**src/rtl/ifu_fetch_if.sv**
```systemverilog
// Fetch-stage bundle: instruction-memory request/response, branch redirect and the decode-side output.
// master is the fetch unit, slave is the surrounding memory/branch/decode environment.
interface ifu_fetch_if #(
    parameter int PC_W   = 64,
    parameter int INST_W = 32
);
    logic              imem_req_valid;
    logic              imem_req_ready;
    logic [PC_W-1:0]   imem_req_addr;
    logic              imem_resp_valid;
    logic [INST_W-1:0] imem_resp_data;
    logic              redirect_valid;
    logic [PC_W-1:0]   redirect_pc;
    logic              out_valid;
    logic              out_ready;
    logic [INST_W-1:0] out_inst;
    logic [PC_W-1:0]   out_pc;

    modport master (
        output imem_req_valid, imem_req_addr, out_valid, out_inst, out_pc,
        input  imem_req_ready, imem_resp_valid, imem_resp_data,
               redirect_valid, redirect_pc, out_ready
    );

    modport slave (
        input  imem_req_valid, imem_req_addr, out_valid, out_inst, out_pc,
        output imem_req_ready, imem_resp_valid, imem_resp_data,
               redirect_valid, redirect_pc, out_ready
    );
endinterface

```
**src/rtl/ifu_fetch.sv**
```systemverilog
// RV64 fetch stage: one outstanding imem request, 2-entry output FIFO, redirect with stale-response discard.
// Optional performance counters are enabled by defining IFU_PERF_CNT_EN.
module ifu_fetch #(
    parameter int              PC_W     = 64,
    parameter logic [PC_W-1:0] RESET_PC = PC_W'(64'h8000_0000),
    parameter int              INST_W   = 32
) (
    input  logic clk,
    input  logic rst,
    ifu_fetch_if.master bus
`ifdef IFU_PERF_CNT_EN
    ,
    output logic [63:0] perf_fetch_cnt,
    output logic [63:0] perf_stall_cnt
`endif
);
    typedef enum logic {S_REQ, S_WAIT} state_t;

    state_t            state;
    logic [PC_W-1:0]   pc;
    logic [PC_W-1:0]   req_pc;
    logic              inflight;
    logic              discard;
    logic [1:0]        count;
    logic [INST_W-1:0] inst_q [2];
    logic [PC_W-1:0]   pc_q   [2];

    logic req_valid;
    logic req_fire;
    logic resp_acc;
    logic pop;
    logic push;
    logic wr_slot;

    always_comb begin
        req_valid = (state == S_REQ) && !inflight
                    && ((count + {1'b0, inflight}) < 2'd2) && !rst;
        req_fire  = req_valid && bus.imem_req_ready;
        resp_acc  = bus.imem_resp_valid && inflight;
        pop       = (count != 2'd0) && bus.out_ready;
        // A response that coincides with a redirect belongs to the old path.
        push      = resp_acc && !discard && !bus.redirect_valid;
        // Slot 1 only when the head stays occupied after this cycle's pop.
        wr_slot   = (count == 2'd2) || ((count == 2'd1) && !pop);
    end

    assign bus.imem_req_valid = req_valid;
    assign bus.imem_req_addr  = pc;
    assign bus.out_valid      = (count != 2'd0);
    assign bus.out_inst       = inst_q[0];
    assign bus.out_pc         = pc_q[0];

    always_ff @(posedge clk) begin
        if (rst) begin
            state    <= S_REQ;
            pc       <= RESET_PC;
            req_pc   <= '0;
            inflight <= 1'b0;
            discard  <= 1'b0;
            count    <= 2'd0;
            inst_q[0] <= '0;
            inst_q[1] <= '0;
            pc_q[0]   <= '0;
            pc_q[1]   <= '0;
        end else begin
            if (req_fire) begin
                inflight <= 1'b1;
                req_pc   <= pc;
            end else if (resp_acc) begin
                inflight <= 1'b0;
            end

            if (bus.redirect_valid) begin
                pc      <= bus.redirect_pc;
                count   <= 2'd0;
                state   <= S_REQ;
                // Stays set across back-to-back redirects until a response is consumed.
                discard <= req_fire || (inflight && !bus.imem_resp_valid);
            end else begin
                if (req_fire) begin
                    pc    <= pc + PC_W'(4);
                    state <= S_WAIT;
                end else if (resp_acc) begin
                    state   <= S_REQ;
                    discard <= 1'b0;
                end
                count <= count + {1'b0, push} - {1'b0, pop};
            end

            if (pop && (count == 2'd2)) begin
                inst_q[0] <= inst_q[1];
                pc_q[0]   <= pc_q[1];
            end
            if (push) begin
                inst_q[wr_slot] <= bus.imem_resp_data;
                pc_q[wr_slot]   <= req_pc;
            end
        end
    end

`ifdef IFU_PERF_CNT_EN
    always_ff @(posedge clk) begin
        if (rst) begin
            perf_fetch_cnt <= '0;
            perf_stall_cnt <= '0;
        end else begin
            if (push)
                perf_fetch_cnt <= perf_fetch_cnt + 64'd1;
            if (count == 2'd0)
                perf_stall_cnt <= perf_stall_cnt + 64'd1;
        end
    end
`endif
endmodule

```
**src/flat_wrapper.sv**
```systemverilog
// flat-port wrapper written by rule: the top's interface ports become plain ports
module ifu_fetch_flat 
#(
    parameter int              PC_W     = 64,
    parameter logic [PC_W-1:0] RESET_PC = PC_W'(64'h8000_0000),
    parameter int              INST_W   = 32
)
  (clk, rst, bus_imem_req_valid, bus_imem_req_addr, bus_out_valid, bus_out_inst, bus_out_pc, bus_imem_req_ready, bus_imem_resp_valid, bus_imem_resp_data, bus_redirect_valid, bus_redirect_pc, bus_out_ready);
  ifu_fetch_if #(.PC_W(PC_W), .INST_W(INST_W)) bus_i ();
  input  logic clk;
  input  logic rst;
  output wire logic [$bits(bus_i.imem_req_valid)-1:0] bus_imem_req_valid;
  output wire logic [$bits(bus_i.imem_req_addr)-1:0] bus_imem_req_addr;
  output wire logic [$bits(bus_i.out_valid)-1:0] bus_out_valid;
  output wire logic [$bits(bus_i.out_inst)-1:0] bus_out_inst;
  output wire logic [$bits(bus_i.out_pc)-1:0] bus_out_pc;
  input wire logic [$bits(bus_i.imem_req_ready)-1:0] bus_imem_req_ready;
  input wire logic [$bits(bus_i.imem_resp_valid)-1:0] bus_imem_resp_valid;
  input wire logic [$bits(bus_i.imem_resp_data)-1:0] bus_imem_resp_data;
  input wire logic [$bits(bus_i.redirect_valid)-1:0] bus_redirect_valid;
  input wire logic [$bits(bus_i.redirect_pc)-1:0] bus_redirect_pc;
  input wire logic [$bits(bus_i.out_ready)-1:0] bus_out_ready;
  assign bus_imem_req_valid = bus_i.imem_req_valid;
  assign bus_imem_req_addr = bus_i.imem_req_addr;
  assign bus_out_valid = bus_i.out_valid;
  assign bus_out_inst = bus_i.out_inst;
  assign bus_out_pc = bus_i.out_pc;
  assign bus_i.imem_req_ready = bus_imem_req_ready;
  assign bus_i.imem_resp_valid = bus_imem_resp_valid;
  assign bus_i.imem_resp_data = bus_imem_resp_data;
  assign bus_i.redirect_valid = bus_redirect_valid;
  assign bus_i.redirect_pc = bus_redirect_pc;
  assign bus_i.out_ready = bus_out_ready;
  ifu_fetch #(.PC_W(PC_W), .RESET_PC(RESET_PC), .INST_W(INST_W)) u_core (.clk(clk), .rst(rst), .bus(bus_i));
endmodule
```
**config.mk**
```make
export PLATFORM = sky130hd
export DESIGN_NAME = ifu_fetch_flat
export DESIGN_NICKNAME = d
export VERILOG_FILES = /design/src/rtl/ifu_fetch_if.sv /design/src/rtl/ifu_fetch.sv /design/src/flat_wrapper.sv
export SDC_FILE = /design/constraint.sdc
export NUM_CORES = 1
export LEC_CHECK = 0
export CAP_MARGIN = 15
export CORE_ASPECT_RATIO = 1.4
export CORE_MARGIN = 3
export CORE_UTILIZATION = 45
export CTS_BUF_LIST = sky130_fd_sc_hd__clkbuf_8
export CTS_CLUSTER_SIZE = 16
export DETAILED_ROUTE_END_ITERATION = 8
export HOLD_SLACK_MARGIN = 0.05
export PLACE_DENSITY = 0.75
export RECOVER_POWER = 50
export SETUP_SLACK_MARGIN = 0.05
export SYNTH_ARGS = -nofsm -noshare
export SYNTH_HDL_FRONTEND = slang
export SYNTH_SLANG_ARGS = --single-unit
```
**constraint.sdc**
```tcl
create_clock -name clk -period 12 [get_ports clk]
set_input_delay 2.4 -clock clk [delete_from_list [all_inputs] [get_ports clk]]
set_output_delay 2.4 -clock clk [all_outputs]
set_load 0.02 [all_outputs]
```
* Yosys cells after proc, flatten, opt, wreduce, memory -nomap -nowiden
Memories as Yosys holds them, arrays and structs flattened.
Index checks and enable logic that the tools add are counted.
** Storage, ports and cells
- Flip-flop bits (word level) :: 133
- Memory bits (writable) :: 192
- Input port bits :: 102
- Output and inout port bits :: 162
- Word-level logic and storage cells :: 68
- Memories kept :: 2
** Cells by class
- $add $sub $neg :: 4
- Magnitude comparators :: 1
- Equal/unequal tests :: 3
- Mux-type cells :: 22
- Bitwise gates (word level) :: 3
- Reductions and logical operators :: 27
** Memory list
- u_core.pc_q :: words 2, width 64, rd ports 2, clocked after memory_dff 0, write ports 2, line ifu_fetch.sv:26 : logic [PC_W-1:0] pc_q [2];
- u_core.inst_q :: words 2, width 32, rd ports 2, clocked after memory_dff 0, write ports 2, line ifu_fetch.sv:25 : logic [INST_W-1:0] inst_q [2];
** Operators by type and width (number)
- $mux 64 :: 4
- $add 64x3->64 const B :: 1
- $mux 32 :: 2
- $reduce_or 64->1 :: 1
- $reduce_or 32->1 :: 1
- $mux 1 :: 16
- $logic_and 1x1->1 :: 11
- $reduce_bool 2->1 :: 4
- $logic_not 1->1 :: 6
- $add 2x1->2 :: 2
- $eq 2x1->1 const B :: 1
- $eq 2x2->1 const B :: 1
- $logic_or 1x1->1 :: 2
- $lt 2x2->1 const B :: 1
- $ne 2x2->1 const B :: 1
- $or 1x1->1 :: 2
- $reduce_and 2->1 :: 1
- $reduce_or 2->1 :: 1
- $sub 2x1->2 :: 1
- $not 1->1 :: 1

* Logic depth before layout (Yosys ltp)
Gate-level depths: netlist (run 1).
- Word-level depth :: 8
- Mapped depth :: 8
- Mapped depth without buffers :: 8

* Worst setup path before layout (run 1)
OpenSTA, ideal clock, no wires.
- Path kind :: in2reg
- From :: input port bus_imem_resp_valid
- To :: memory u_core.inst_q[0][0], enable pin
- Library setup time :: 683 ps
- Data arrival time :: 9647 ps
- Required time :: 11317 ps
- Slack :: 1670 ps
- Stages :: 5
- Buffers on the path :: 0
- Path through :: nand2_1 > or3_1 > inv_1 > a21oi_1 > o21ai_0
** RTL lines
- start, declared :: line flat_wrapper.sv:18 : input wire logic [$bits(bus_i.imem_resp_valid)-1:0] bus_imem_resp_valid;
- end, declared :: line ifu_fetch.sv:25

* Worst setup path in the final report (run 1)
- From :: input port bus_redirect_valid
- To :: register u_core.pc[51], in the netlist u_core.bus.imem_req_addr[51]
** Between the ends
- Longest elaborated chain between the ends :: 1
- Elaborated cells between the ends (all ways) :: 2
- Classes of those cells :: mux: 1; reduce/logical: 1
** Ends and longest elaborated chain
- start, declared :: line flat_wrapper.sv:20 : input wire logic [$bits(bus_i.redirect_valid)-1:0] bus_redirect_valid;
- $mux 64 or $reduce_bool 2->1 (tied branches)
- end signal, assigned :: line ifu_fetch.sv:74 : pc <= bus.redirect_pc;
- end signal, assigned :: line ifu_fetch.sv:81 : pc <= pc + PC_W'(4);
- end, declared :: line ifu_fetch.sv:20 : logic [PC_W-1:0] pc;
Parallel ways exist; a longest one is shown, timed or not.
A chain may end at the register's enable or synchronous reset.

==> metrics, run 1 <==
MaxCap Viol Count 8; Row Count 74; setup violators final 0; Final ANT Viol Nets 0; area of the multi-input gates roughly 0.0048 mm2; number of flops mapped to enable cells by yosys around 190; number of CTS-inserted buffers 49; IO Pins 264; r2r setup slk roughly 7.4 ns; Max rail drop VDD 0.0740 mV; Clock transition at path regs 0.06 ns; clock latency on the worst-skew pair between 0.5 and 0.6 ns; area grow syn2layout 28.3%; PostCTS Resize Cnt 0; CTS H-Tree Depth 2; Post-synth ARST share 0; R2R depth 7; Overflow after GRT 0; Seq/Total Area, Yosys 0.623; Final #Nets 1,538; Layout Cells excl Fill between 1,500 and 2,000; hold depth 2; outcome complete, but fails checks; final worst-path cycle share 0.656; dpl hpwl 24,000 um; Pre-Repair DR Iteration Count 5; first-pass GRT wire length 56,600 um; GP Congestion between 0.9 and 1; Cells after Synth 1,183; port bufs about 260; hold buffer count at cts 0; via count 10,139; Worst-Margin Slew 3.11 ns; GR Layer Usage met3 0.0414; DRC viols 0; Num Clock Sinks 325; Final Max Slew Viols between 400 and 500; post-synthesis instance area between 0.01 and 0.015 mm2; final wirelength 36,600 um; PwrDens 135 mW/mm2; vias in the first global route about 10,000; Initial Utilization 0.461; max_slew headroom -1.07; layout cells sized above 1 0.0597; core area 0.0294 mm2; die width 152 um; Setup TNS Final 0 ns; Hold Violations, Final 0; CP endpoint kind flop; All-Layer GR Usage 0.220; CTS root buffer clkbuf_8; vias per cell between 5 and 6; DRT iter0 DRCs ~610; Placed Cells 1,762; met2 GRT Util 0.374; pin count of the biggest net entering global routing 97; CP Launch Type input port; worst min-delay path class reg -> reg; maximum net fanout on the critical path 61; crit path time final 7.87 ns; ys flop type edfxtp_1; Syn. warnings 0; Avg Inst Size Synth 11.4 um2; arrival time worst endpoint 8.22 ns; WS Path Type in -> reg; Reg area ~0.0084 mm2; Critical Path RT around 12 ns; setup bufs post-CTS 0; unrepaired setup endpoints after global routing false; DIE HEIGHT 211 um; initial antenna violation count 2; full die area approximately 0.032 mm2; met1 usage 0.277; GRT busiest layer met2; leakage power 6.43 nW; CTS max path bufs 3; #FFs+latches synth between 300 and 400; CTS tree built; WL per Instance 19.8 um; number of fill cells 2,450; max frequency about 130 MHz; Mapped Nets 1,288; failing checks capacitance limit, slew limit; Cell variety after synth 46; Final Skew 0.0216 ns
power breakdown:
part | switching [mW] | internal [mW] | leakage [nW] | total (mW)
Sequential | 0.0388 | 1.23 | 3.08 | 1.27
Clock | 0.422 | 0.436 | 0.536 | 0.858
Combinational | 0.123 | 0.0932 | 2.81 | 0.217
flip-flops by register name, summed over array words and instances, names as in the netlist:
signal,cells
u_core.bus.imem_req_addr,64
u_core.count,2
u_core.discard,1
u_core.inflight,1
u_core.inst_q,64
u_core.pc_q,128
u_core.req_pc,64
u_core.state,1
critical path, stage by stage:
cell	delay [ns]
dlygate4sd3_1	0.52
clkbuf_1	1.29
clkinvlp_2	1.62
clkbuf_1	1.41
and3_1	0.63
a21oi_1	0.20
o22ai_1	0.12
final timing paths:
kind	endpoint	start
min reg2reg	u_core.req_pc[21]$_SDFFE_PP0P_	u_core.req_pc[21]$_SDFFE_PP0P_
max reg2reg	u_core.bus.imem_req_addr[22]$_SDFFE_PP0P_	u_core.count[1]$_SDFF_PP0_
max	u_core.bus.imem_req_addr[51]$_SDFFE_PP0P_	bus_redirect_valid
min	u_core.req_pc[21]$_SDFFE_PP0P_	u_core.req_pc[21]$_SDFFE_PP0P_
metrics by stage:
stage | instance area, um2 | setup slack [ns] | util | power (mW) | hold WS, ns
after CTS | 17400 | 5.56 | 0.593 | 2.37 | 0.471
final | 17300 | 4.13 | 0.591 | 2.34 | 0.467
after global placement | 16500 | 5.56 | 0.561 | 1.51 | 0.454
after floorplan | 13500 | 1.67 | - | 1.39 | 0.445
after detailed placement | 16500 | 5.56 | 0.561 | 1.52 | 0.463
after global routing | 17300 | 3.75 | 0.591 | 2.43 | 0.490
placed cells by master, fill, tap and decap left out, drive strengths merged, types with 2 or more instances in the layout:
| cell type | synthesis | routed |
|---|---|---|
| xnor2 | 32 | 32 |
| and4 | 8 | 8 |
| a21oi | 82 | 82 |
| or3 | 7 | 7 |
| clkinvlp | 0 | 2 |
| o22ai | 5 | 5 |
| nand4 | 23 | 23 |
| and3 | 22 | 22 |
| nand2 | 167 | 167 |
| a22o | 97 | 97 |
| dlygate4sd3 | 0 | 155 |
| clkdlybuf4s50 | 0 | 107 |
| mux2i | 14 | 14 |
| o211ai | 2 | 2 |
| a31oi | 2 | 2 |
| inv | 11 | 26 |
| dfxtp | 133 | 133 |
| a211oi | 32 | 32 |
| edfxtp | 192 | 192 |
| clkinv | 0 | 20 |
| ha | 3 | 3 |
| and2 | 102 | 102 |
| or2 | 2 | 2 |
| o21ai | 8 | 8 |
| nor2 | 60 | 60 |
| buf | 13 | 7 |
| o31ai | 2 | 2 |
| nor4 | 16 | 16 |
| nor3 | 18 | 18 |
| or4 | 2 | 2 |
| nand3 | 26 | 26 |
| clkbuf | 64 | 61 |
| a311oi | 3 | 3 |
| o21a | 3 | 3 |
| xor2 | 25 | 25 |
cell families (layout without fill, tap and decap cells):
logic type,Yosys count,in the layout,synth area share
other,0,1,0
flip-flops,325,325,0.623
AO/OA/AOI/OAI,238,238,0.126
XOR/XNOR,57,57,0.0369
AND/OR/NAND/NOR,458,458,0.175
buffers and inverters,88,379,0.0255
adder cells (fa/ha/maj),3,3,0.00278
multiplexers,14,14,0.0104
cell usage after synthesis (25+ instances only):
cell,n,area [um2]
edfxtp_1,192,5770
nand2_1,166,623
dfxtp_1,133,2660
and2_1,102,638
a22o_1,97,850
a21oi_1,82,410
clkbuf_1,64,240
nor2_1,60,225
xnor2_1,32,280
a211oi_1,28,210
nand3_1,26,130
xor2_1,25,219
layout make-up:
type | instances | share of cell area
Timing Repair Buffer | 276 | 0.156
Tap cell | 380 | 0.0274
Inverter | 11 | 0.00245
Antenna cell | 1 | 0.000144
Multi-Input combinational cell | 770 | 0.275
Clock inverter | 38 | 0.0105
Clock buffer | 54 | 0.0429
Sequential cell | 325 | 0.486
layer usage:
layer,wire [um],up-vias
li1,-,4815
met1,15100,4824
met2,17900,399
met3,2270,99
met4,1390,2
met5,20,-
Power figures use the tool's default switching activity.
==> run 2, diff against run 1 <==
==> constraint.sdc (replaced) <==
create_clock -name clk -period 7.85 [get_ports clk]
set_input_delay 1.57 -clock clk [delete_from_list [all_inputs] [get_ports clk]]
set_output_delay 1.57 -clock clk [all_outputs]
set_load 0.02 [all_outputs]
==> run 2 against run 1 <==
- die area unchanged
- the flow still finishes with violations (capacitance limit, slew limit)
- critical endpoint is now u_core.bus.imem_req_addr[59]$_SDFFE_PP0P_
- hold slack better by 0.0020 ns
- core utilization about the same
- non-clock buffer count down 2
- sequential share of layout area about the same
- critical path depth unchanged
- combinational power up 53%
- largest cell class unchanged
==> metrics, run 2 (synthesis results as in run 1) <==
Placed Cells 1,760 (was 1,762); Critical Path RT 8.07 ns (was 12.35 ns); worst min-delay path class reg -> reg (unchanged); hold path startpoint u_core.req_pc[57]$_SDFFE_PP0P_ (was u_core.req_pc[21]$_SDFFE_PP0P_); clock latency on the worst-skew pair 0.57 ns (was 0.58 ns); Top reg by flops u_core.pc_q (unchanged); IO Pins 264 (unchanged); Row Count 74 (unchanged); unrepaired setup endpoints after global routing false (unchanged); All-Layer GR Usage 0.219 (was 0.220); arrival time worst endpoint 6.09 ns (was 8.22 ns); setup bufs post-CTS 0 (unchanged); first-pass GRT wire length 56,300 um (was 56,600 um); Worst-Margin Slew 4.86 ns (was 3.11 ns); Initial Utilization 0.461 (unchanged); Hold Violations, Final 0 (unchanged); MaxCap Viol Count 3 (was 8); Overflow after GRT 0 (unchanged); met1 usage 0.275 (was 0.277); met2 GRT Util 0.376 (was 0.374); layout cells sized above 1 0.0593 (was 0.0597); CTS root buffer clkbuf_8 (unchanged); core area 0.0294 mm2 (unchanged); crit path time final 5.87 ns; Worst Setup SP bus_redirect_valid (unchanged); Post-DP Area 0.0165 mm2 (about the same); max_slew headroom -2.24 (was -1.07); Final Skew 0.0312 ns (was 0.0216 ns); GP Congestion 0.912 (was 0.930); number of fill cells 2,409 (was 2,450); Clock transition at path regs 0.06 ns (about the same); GR Layer Usage met3 0.0435 (was 0.0414); final wirelength 36,700 um (was 36,600 um); area grow syn2layout 28.2% (was 28.3%); Setup TNS Final 0 ns (unchanged); failing checks capacitance limit, slew limit (unchanged); Num Clock Sinks 325 (unchanged); die width 152 um (unchanged); DRC viols 0 (unchanged); max reg flops 128 (unchanged); setup violators final 0 (unchanged); Layout Cells excl Fill 1,847 (was 1,855); vias per cell 5.56 (was 5.47); PnR worst setup slack 1.98 ns (was 4.13 ns); Pre-Repair DR Iteration Count 6 (was 5); Critical R2R Launch u_core.count[1]$_SDFF_PP0_ (unchanged); leading cell types in the layout, fill and taps excluded edfxtp_1, nand2_1, dlygate4sd3_1 (unchanged); WS Path Type in -> reg (unchanged); hold slack 0.469 ns (was 0.467 ns); Final ANT Viol Nets 0 (unchanged); via count 10,265 (was 10,139); number of CTS-inserted buffers 47 (was 49); Final Total Pwr 3.55 mW (was 2.34 mW); port bufs 263 (unchanged); outcome complete, but fails checks (unchanged); CTS tree built (unchanged); vias in the first global route 9,926 (was 10,014); max frequency 170 MHz; maximum net fanout on the critical path 67 (was 61); final worst-path cycle share 0.748; PwrDens 205 mW/mm2 (was 135 mW/mm2); GRT busiest layer met2 (unchanged); WL per Instance 19.9 um (was 19.8 um); Max rail drop VDD 0.124 mV (was 0.0740 mV); dpl hpwl 23,700 um (was 24,000 um); PostCTS Resize Cnt 0 (unchanged); DRT iter0 DRCs 763 (was 606); Finished Core Util 0.591 (about the same); Final Cell Area 0.0173 mm2 (about the same); hold buffer count at cts 0 (unchanged); Final Max Slew Viols 186 (was 401); pin count of the biggest net entering global routing 99 (was 97); DIE HEIGHT 211 um (unchanged); pre-CTS setup slack 3.19 ns (was 5.56 ns); initial antenna violation count 0 (was 2); CP endpoint kind flop (unchanged); Final #Nets 1,534 (was 1,538); CP Launch Type input port (unchanged); CTS H-Tree Depth 2 (unchanged); leakage power 6.49 nW (was 6.43 nW); commonest non-fill, non-tap cell in the layout edfxtp_1 (unchanged); full die area 0.0322 mm2 (unchanged); CTS max path bufs 3 (unchanged)
==> run 2: worst paths after layout <==
| path | to | slack, ns | cells after the start |
|---|---|---|---|
| max | u_core.bus.imem_req_addr[59]$_SDFFE_PP0P_ | 1.98 | 7 |
| min | u_core.req_pc[57]$_SDFFE_PP0P_ | 0.47 | 2 |
| max reg2reg | u_core.bus.imem_req_addr[59]$_SDFFE_PP0P_ | 3.29 | 5 |
| min reg2reg | u_core.req_pc[57]$_SDFFE_PP0P_ | 0.47 | 2 |
==> run 2: final cells by class <==
| cell class | count | area, um2 | area share |
|---|---|---|---|
| flip-flops and latches | 325 | 8430 | 0.486 |
| diodes | 1 | 2.50 | 0.000144 |
| multi-input cells | 770 | 4770 | 0.275 |
| well taps | 380 | 475 | 0.0274 |
| clock buffers | 55 | 757 | 0.0437 |
| clock inverters | 31 | 148 | 0.00852 |
| inverters | 11 | 42.5 | 0.00245 |
| repair buffers | 274 | 2710 | 0.157 |
==> run 2: power by group <==
group | switching, mW | internal [mW]
sequential | 0.0611 | 1.87
combinational | 0.189 | 0.144
clock | 0.614 | 0.668
==> run 2: routing by layer <==
metal  wire length [um]  vias to the layer above
met1              14600                     4960
li1                   -                     4804
met4               1210                        0
met5                  0                        -
met3               2440                       76
met2              18400                      425
==> run 2: worst max-delay path, stage by stage <==
cell and delay, ns:
dlygate4sd3_1 0.52, clkbuf_1 1.33, clkinvlp_2 1.44, buf_4 0.69, and3_1 0.29, a21oi_1 0.11
o22ai_1 0.11
==> run 3, diff against run 2 <==
--- a/config.mk
+++ b/config.mk
@@ -13,7 +13,7 @@
 export CTS_CLUSTER_SIZE = 16
 export DETAILED_ROUTE_END_ITERATION = 8
 export HOLD_SLACK_MARGIN = 0.05
-export PLACE_DENSITY = 0.75
+export PLACE_DENSITY = 0.78
 export RECOVER_POWER = 50
 export SETUP_SLACK_MARGIN = 0.05
 export SYNTH_ARGS = -nofsm -noshare
==> constraint.sdc (replaced) <==
create_clock -name clk -period 5.1 [get_ports clk]
set_input_delay 1.02 -clock clk [delete_from_list [all_inputs] [get_ports clk]]
set_output_delay 1.02 -clock clk [all_outputs]
set_load 0.02 [all_outputs]
==> run 3 against run 2 <==
- the run still ends with capacitance limit, slew limit left
- sequential power increased by 54%
- non-clock buffer count increased by 3
- clock skew is 0.014 ns lower
- combinational power rose by 53%
- clock-buffer cell count fell by 4
- critical endpoint is now u_core.bus.imem_req_addr[45]$_SDFFE_PP0P_
- largest cell class unchanged
==> metrics, run 3 (synthesis results as in run 1) <==
vias in the first global route 10,225 (was 9,926); Final Max Slew Viols 83 (was 186); dpl hpwl 24,500 um (was 23,700 um); max frequency between 200 and 250 MHz; Clock transition at path regs 0.06 ns (about the same); PostCTS Resize Cnt 0 (unchanged); Row Count 74 (unchanged); All-Layer GR Usage 0.218 (was 0.219); Setup TNS Final 0 ns (unchanged); Hold Violations, Final 0 (unchanged); leakage power 6.53 nW (was 6.49 nW); CP endpoint kind flop (unchanged); vias per cell 5.51 (was 5.56); Top reg by flops u_core.pc_q (unchanged); CTS max path bufs 3 (unchanged); GP Congestion 0.930 (was 0.912); CTS H-Tree Depth 2 (unchanged); commonest non-fill, non-tap cell in the layout edfxtp_1 (unchanged); max_slew headroom -0.757 (was -2.24); core area 0.0294 mm2 (unchanged); number of CTS-inserted buffers 48 (was 47); hold depth 2 (unchanged); CTS tree built (unchanged); area grow syn2layout 28.5% (was 28.2%); FF-to-FF End u_core.bus.imem_req_addr[5]$_SDFFE_PP0P_ (was u_core.bus.imem_req_addr[59]$_SDFFE_PP0P_); R2R depth 6 (was 5); first-pass GRT wire length 56,000 um (was 56,300 um); die width 152 um (unchanged); DIE HEIGHT 211 um (unchanged); max reg flops 128 (unchanged); Final #Nets 1,538 (was 1,534); initial antenna violation count 3 (was 0); Worst Hold Endpoint u_core.req_pc[37]$_SDFFE_PP0P_ (was u_core.req_pc[57]$_SDFFE_PP0P_); pin count of the biggest net entering global routing 97 (was 99); failing checks capacitance limit, slew limit (unchanged); maximum net fanout on the critical path 35 (was 67); port bufs 263 (unchanged); IO Pins 264 (unchanged); full die area 0.0322 mm2 (unchanged); crit path time final between 4 and 5 ns; final worst-path cycle share 0.786; PwrDens 315 mW/mm2 (was 205 mW/mm2); WL per Instance 19.5 um (was 19.9 um); Critical R2R Launch u_core.inflight$_SDFFE_PP0P_ (was u_core.count[1]$_SDFF_PP0_); Initial Utilization 0.461 (unchanged); r2r setup slk 1.47 ns (was 3.29 ns); Overflow after GRT 0 (unchanged); worst min-delay path class reg -> reg (unchanged); Pre-Repair DR Iteration Count 5 (was 6); Worst Setup SP bus_redirect_valid (unchanged); PnR worst setup slack 1.09 ns (was 1.98 ns); final wirelength 36,200 um (was 36,700 um); hold slack 0.470 ns (was 0.469 ns); MaxCap Viol Count 2 (was 3); DRC viols 0 (unchanged); via count 10,210 (was 10,265); DRT iter0 DRCs 667 (was 763); setup violators final 0 (unchanged); Final Skew 0.0175 ns (was 0.0312 ns); WS Path Type in -> reg (unchanged); setup bufs post-CTS 0 (unchanged); layout cells sized above 1 0.0591 (was 0.0593); Critical Path RT 5.50 ns (was 8.07 ns); clock latency on the worst-skew pair 0.57 ns (about the same); arrival time worst endpoint 4.41 ns (was 6.09 ns); Num Clock Sinks 325 (unchanged); leading cell types in the layout, fill and taps excluded edfxtp_1, nand2_1, dlygate4sd3_1 (unchanged); hold path startpoint u_core.req_pc[37]$_SDFFE_PP0P_ (was u_core.req_pc[57]$_SDFFE_PP0P_); Final Total Pwr 5.47 mW (was 3.55 mW); pre-CTS setup slack 1.14 ns (was 3.19 ns); Max rail drop VDD 0.172 mV (was 0.124 mV); CP Launch Type input port (unchanged); CTS root buffer clkbuf_8 (unchanged); hold buffer count at cts 0 (unchanged); Final ANT Viol Nets 0 (unchanged); outcome complete, but fails checks (unchanged); Worst-Margin Slew 2.63 ns (was 4.86 ns); unrepaired setup endpoints after global routing false (unchanged)
==> run 3: changes by cell type in the layout (fill, tap and decap cells not counted), moves of 2 or more <==
cell,delta
buf_4,+2
clkinv_2,+3
diode_2,+2
clkbuf_8,-4
clkinv_1,-6
inv_1,+10
clkdlybuf4s50_1,+8
dlygate4sd3_1,-8
==> run 3: metal layers <==
| metal | track usage | up-vias | share of wire |
|---|---|---|---|
| li1 | - | 4816 | - |
| met1 | 0.262 | 4903 | 0.40 |
| met2 | 0.385 | 399 | 0.50 |
| met3 | 0.0387 | 92 | 0.061 |
| met4 | 0.0981 | 0 | 0.043 |
| met5 | 0 | - | 0 |
==> run 3: worst max-delay path: stages <==
cell and delay, ns:
dlygate4sd3_1 0.57, buf_4 0.41, clkinvlp_2 1.09, clkbuf_1 0.83
a21oi_1 0.41, a31oi_1 0.07
==> run 3: area by class of cell <==
type | instances | area (um2)
Antenna cell | 3 | 7.51
Clock buffer | 51 | 702
Clock inverter | 37 | 196
Fill cell | 2398 | 12000
Inverter | 11 | 42.5
Multi-Input combinational cell | 770 | 4770
Sequential cell | 325 | 8430
Tap cell | 380 | 475
Timing Repair Buffer | 277 | 2750
==> run 3: worst max-delay path by stage <==
stage	endpoint	slack, ns	cells past startpoint
floorplan	u_core.inst_q[0][0]$_DFFE_PP_	0.55	5
global placement	u_core.pc_q[1][60]$_SDFFCE_PN0P_	1.25	6
detailed placement	u_core.inst_q[1][16]$_SDFFCE_PN0P_	1.14	6
CTS	bus_imem_req_valid	1.60	4
global route	u_core.bus.imem_req_addr[45]$_SDFFE_PP0P_	0.95	6
finish	u_core.bus.imem_req_addr[45]$_SDFFE_PP0P_	1.09	6
==> run 3: power by group <==
part / internal (mW) / switching, mW
clock: 1.02 / 0.959
sequential: 2.88 / 0.0929
combinational: 0.221 / 0.287
==> run 3: stage by stage <==
step | instances | utilization | cell area (um2)
3_5_place_dp | 1762 | 0.562 | 16500
2_1_floorplan | 1183 | - | 13500
5_1_grt | 1854 | 0.592 | 17400
6_report | 1854 | 0.592 | 17400
4_1_cts | 1850 | 0.592 | 17400
3_3_place_gp | 1762 | 0.562 | 16500
